`src/rtl/ripple_carry_add_4b_pkg.sv`:
```
// Shared constants for the 4-bit ripple-carry adder slice.
package rca_pkg;

  localparam int unsigned RCA_WIDTH = 4;
  localparam logic [RCA_WIDTH-1:0] RCA_RESET_SUM = 4'b0000;

endpackage : rca_pkg

```
`src/rtl/ripple_carry_add_4b_full_adder_1b.sv`:
```
// One-bit full adder stage. Purely combinational; four of these are chained
// in the top module to form the ripple-carry path.
module full_adder_1b (
  input  logic a,
  input  logic b,
  input  logic ci,
  output logic s,
  output logic co
);

  // Sum and carry for one bit position. The propagate term is shared.
  always_comb begin
    s  = a ^ b ^ ci;
    co = (a & b) | (ci & (a ^ b));
  end

endmodule : full_adder_1b

```
`src/rtl/ripple_carry_add_4b.sv`:
```
// Clocked 4-bit ripple-carry adder with scalar bit ports.
// {Cout,S3..S0} = A + B + Cin, registered with one cycle of latency.
// Optional macro RCA_FLAGS_EN adds registered OVF (c4 ^ c3) and ZERO flags.
module ripple_carry_add_4b
  import rca_pkg::*;
(
  input  logic clk,
  input  logic rst_n,
  input  logic A3,
  input  logic A2,
  input  logic A1,
  input  logic A0,
  input  logic B3,
  input  logic B2,
  input  logic B1,
  input  logic B0,
  input  logic Cin,
  output logic S3,
  output logic S2,
  output logic S1,
  output logic S0,
`ifdef RCA_FLAGS_EN
  output logic Cout,
  output logic OVF,
  output logic ZERO
`else
  output logic Cout
`endif
);

  logic [RCA_WIDTH-1:0] op_a;
  logic [RCA_WIDTH-1:0] op_b;
  logic [RCA_WIDTH-1:0] sum_bits;
  logic [RCA_WIDTH:0]   carry;

  logic [RCA_WIDTH-1:0] sum_d;
  logic [RCA_WIDTH-1:0] sum_q;
  logic                 cout_d;
  logic                 cout_q;

  assign op_a     = {A3, A2, A1, A0};
  assign op_b     = {B3, B2, B1, B0};
  assign carry[0] = Cin;

  // Ripple chain: the carry out of each stage feeds the next stage's carry in.
  for (genvar i = 0; i < RCA_WIDTH; i++) begin : g_stage
    full_adder_1b u_fa (
      .a  (op_a[i]),
      .b  (op_b[i]),
      .ci (carry[i]),
      .s  (sum_bits[i]),
      .co (carry[i+1])
    );
  end

  // Next-state values for the result register, taken straight from the chain.
  always_comb begin
    sum_d  = sum_bits;
    cout_d = carry[RCA_WIDTH];
  end

  // Result register; reset clears it immediately and discards any pending add.
  always_ff @(posedge clk or negedge rst_n) begin
    if (!rst_n) begin
      sum_q  <= RCA_RESET_SUM;
      cout_q <= 1'b0;
    end else begin
      sum_q  <= sum_d;
      cout_q <= cout_d;
    end
  end

  assign {S3, S2, S1, S0} = sum_q;
  assign Cout             = cout_q;

`ifdef RCA_FLAGS_EN
  logic ovf_d;
  logic ovf_q;
  logic zero_d;
  logic zero_q;

  // Signed overflow is the carry into the MSB disagreeing with the carry out;
  // ZERO looks only at the sum bits, not at the carry out.
  always_comb begin
    ovf_d  = carry[RCA_WIDTH] ^ carry[RCA_WIDTH-1];
    zero_d = (sum_bits == RCA_RESET_SUM);
  end

  // Flag registers share the latency and reset behaviour of the sum.
  always_ff @(posedge clk or negedge rst_n) begin
    if (!rst_n) begin
      ovf_q  <= 1'b0;
      zero_q <= 1'b0;
    end else begin
      ovf_q  <= ovf_d;
      zero_q <= zero_d;
    end
  end

  assign OVF  = ovf_q;
  assign ZERO = zero_q;
`endif

endmodule : ripple_carry_add_4b

```
`config.mk`:
```
export PLATFORM = sky130hd
export DESIGN_NAME = ripple_carry_add_4b
export DESIGN_NICKNAME = d
export VERILOG_FILES = /design/src/rtl/ripple_carry_add_4b_pkg.sv /design/src/rtl/ripple_carry_add_4b_full_adder_1b.sv /design/src/rtl/ripple_carry_add_4b.sv
export SDC_FILE = /design/constraint.sdc
export NUM_CORES = 1
export LEC_CHECK = 0
export ABC_AREA = 1
export CAP_MARGIN = 20
export CORE_AREA = 2 2 39 41
export DETAILED_ROUTE_END_ITERATION = 16
export DIE_AREA = 0 0 41 43
export DONT_BUFFER_PORTS = 1
export PLACE_DENSITY_LB_ADDON = 0.08
export SETUP_SLACK_MARGIN = 0.02
export SLEW_MARGIN = 0
export SYNTH_ARGS = -nofsm -noshare
export SYNTH_HDL_FRONTEND = slang
export SYNTH_SLANG_ARGS = --single-unit
```
`constraint.sdc`:
```
create_clock -name clk -period 0.8 [get_ports clk]
set_input_delay 0.16 -clock clk [delete_from_list [all_inputs] [get_ports clk]]
set_output_delay 0.16 -clock clk [all_outputs]
set_load 0.03 [all_outputs]
```
==> results.py <==
metrics = {
    "setup_path": {
        "crit_top_cell": "fa_2",
        "cp_slowest_cell": "fa_2",
        "path_delay_family": "adder cells",
        "path_cells": "inv_12 -> fa_2 -> inv_2 -> fa_2 -> fa_2 -> inv_2 -> fa_2 -> inv_2",
        "cp-end-kind": "flip-flop",
        "path_buf_inv": 4,
        "slowest_delay_ns": 0.43,
        "cp.required_ns": 0.98,
        "arrival_ns": 1.62,
        "setup.worst_path.class": "in -> reg",
        "worstPathMaxFanout": 1,
        "worst_setup_path_start_kind": "input pin",
    },
    "cts": {
        "clk_pin_slew_ns": 0.04,
        "cts.sinks": 5,
        "cts_root_buf": "clkbuf_4",
        "post_cts_buffers": 0,
        "htreeDepth": 1,
        "cts_tree": "built",
        "cts_buffer_depth": 2,
        "numCtsBuffers": 3,
    },
    "sta": {
        "fmax_ghz": 0.695,
        "setup_ws_ns": -0.638,
        "timing.final.max_slew_violations": 0,
        "slew_headroom": 0.816,
        "tightest_slew_ns": 0.276,
        "min_period_ns": 1.44,
        "rsz0062_at_grt": "yes",
        "finalHoldViolations": 0,
        "tns_ns": -1.84,
        "whs_ns": 0.139,
        "fin_crit_sh": 1.80,
        "finalSetupViolCount": 9,
    },
    "place": {
        "pre_cts_ws_ns": -0.905,
        "place_congestion": 0.589,
        "dp_hpwl_um": 393,
        "io_buffers": 0,
    },
    "global_routing": {
        "antenna_found_initial": 0,
        "track_usage": 0.0634,
        "overflow": 0,
        "grt_pass1_wl_um": 662,
        "grt_start_max_net_pins": 6,
        "grt_pass1_vias": 177,
    },
    "floorplanning": {
        "core-area_um2": 1380,
        "die_height_um": 43,
        "io_pins": 16,
        "die_w_um": 41,
        "rows": 14,
        "die-area_um2": 1760,
        "start_util": 0.175,
    },
    "run_status": {
        "violations": "negative setup slack",
        "run_status": "finished with violations",
    },
    "finish": {
        "syn_to_final_growth_pct": 38.1,
        "multi_input_area_um2": 90.1,
        "antenna_cells": 0,
        "design.final.nets": 40,
        "drive_above_1_share": 0.708,
        "fillers": 155,
        "utilization": 0.242,
        "area.sequential_um2": 129,
    },
    "synth": {
        "syn_area_per_cell_um2": 12.8,
        "synth_cell_type_count": 3,
        "ys_warn_count": 0,
        "yosysSeqAreaShare": 0.515,
        "yosys_register_bits": 5,
        "synth_area_um2": 243,
        "synth_fp_nets": 34,
        "syn_inst": 19,
    },
    "detailed_routing": {
        "vias": 130,
        "viasPerCell": 3.25,
        "avgRoutedWirePerCell_um": 10.8,
        "drtAntennaViolNets": 0,
        "dr.pass1.iters": 1,
        "drc_errors": 0,
        "routed_wl_um": 433,
        "drt_iter0_drc": 0,
    },
    "power_and_ir_drop": {
        "power.density_nw_per_um2": 2310,
        "irDropWorstVdd_mv": 0.280,
        "p_leak_nw": 0.151,
    },
    "min_path": {
        "worstHoldPathType": "in -> reg",
    },
    "flow_run": {
        "drv_cap": 0,
    },
}
stage by stage:
step	total power, mW	cell area [um2]	instances
2_1_floorplan	0.452	270	19
3_3_place_gp	0.475	290	35
3_5_place_dp	0.484	290	35
4_1_cts	0.796	335	40
5_1_grt	0.844	335	40
6_report	0.775	335	40
cells in the final DEF, fill, tap and decap left out:
master,instances
fa_2,4
inv_4,1
inv_8,1
dfrtp_2,3
dfrtp_1,2
inv_1,3
clkbuf_1,1
clkbuf_4,3
inv_2,4
dlygate4sd3_1,1
inv_12,1
synthesized netlist by cell type:
master / count / area share
fa_1: 4 / 0.33
inv_1: 10 / 0.15
dfrtp_1: 5 / 0.52
registers in the layout, summed over array words and instances (netlist names):
register and flops:
Cout 1, sum_q 4
routing by layer:
layer / up-vias / part of all wire / global-route usage
li1: 56 / - / -
met1: 63 / 0.30 / 0.0615
met2: 11 / 0.58 / 0.0906
met3: 0 / 0.12 / 0
met4: 0 / 0 / 0.100
met5: - / 0 / 0
cells by family after synthesis:
family | after synthesis | synth area share
buffers and inverters | 10 | 0.155
DFF | 5 | 0.515
adders and majority gates | 4 | 0.330
worst paths after layout:
path                       start  cells past startpoint  slack, ns       end
hold / removal                B1                      1       0.14  sum_q[1]
max in group asynchronous  rst_n                      1       0.39  sum_q[1]
min in group asynchronous  rst_n                      1       0.20      Cout
setup / recovery              A0                      8      -0.64  sum_q[3]
power by group:
group | switching, mW | internal (mW)
clock | 0.0978 | 0.188
combinational | 0.0437 | 0.0453
sequential | 0.101 | 0.300
final cells by class:
class                           instances  area share
Timing Repair Buffer                    1      0.0299
Inverter                               10       0.179
Clock buffer                            4      0.0784
Multi-Input combinational cell          4       0.269
Tap cell                               16      0.0597
Sequential cell                         5       0.384
what timing repair did:
item | 4_1_cts | 5_1_grt
endpoints found under the hold margin | 5 | 0
hold buffers | 1 | 0
resized for setup | 6 | 1
endpoints found under the setup margin | 9 | 9
Note: power is estimated with default switching activity, not from simulation.
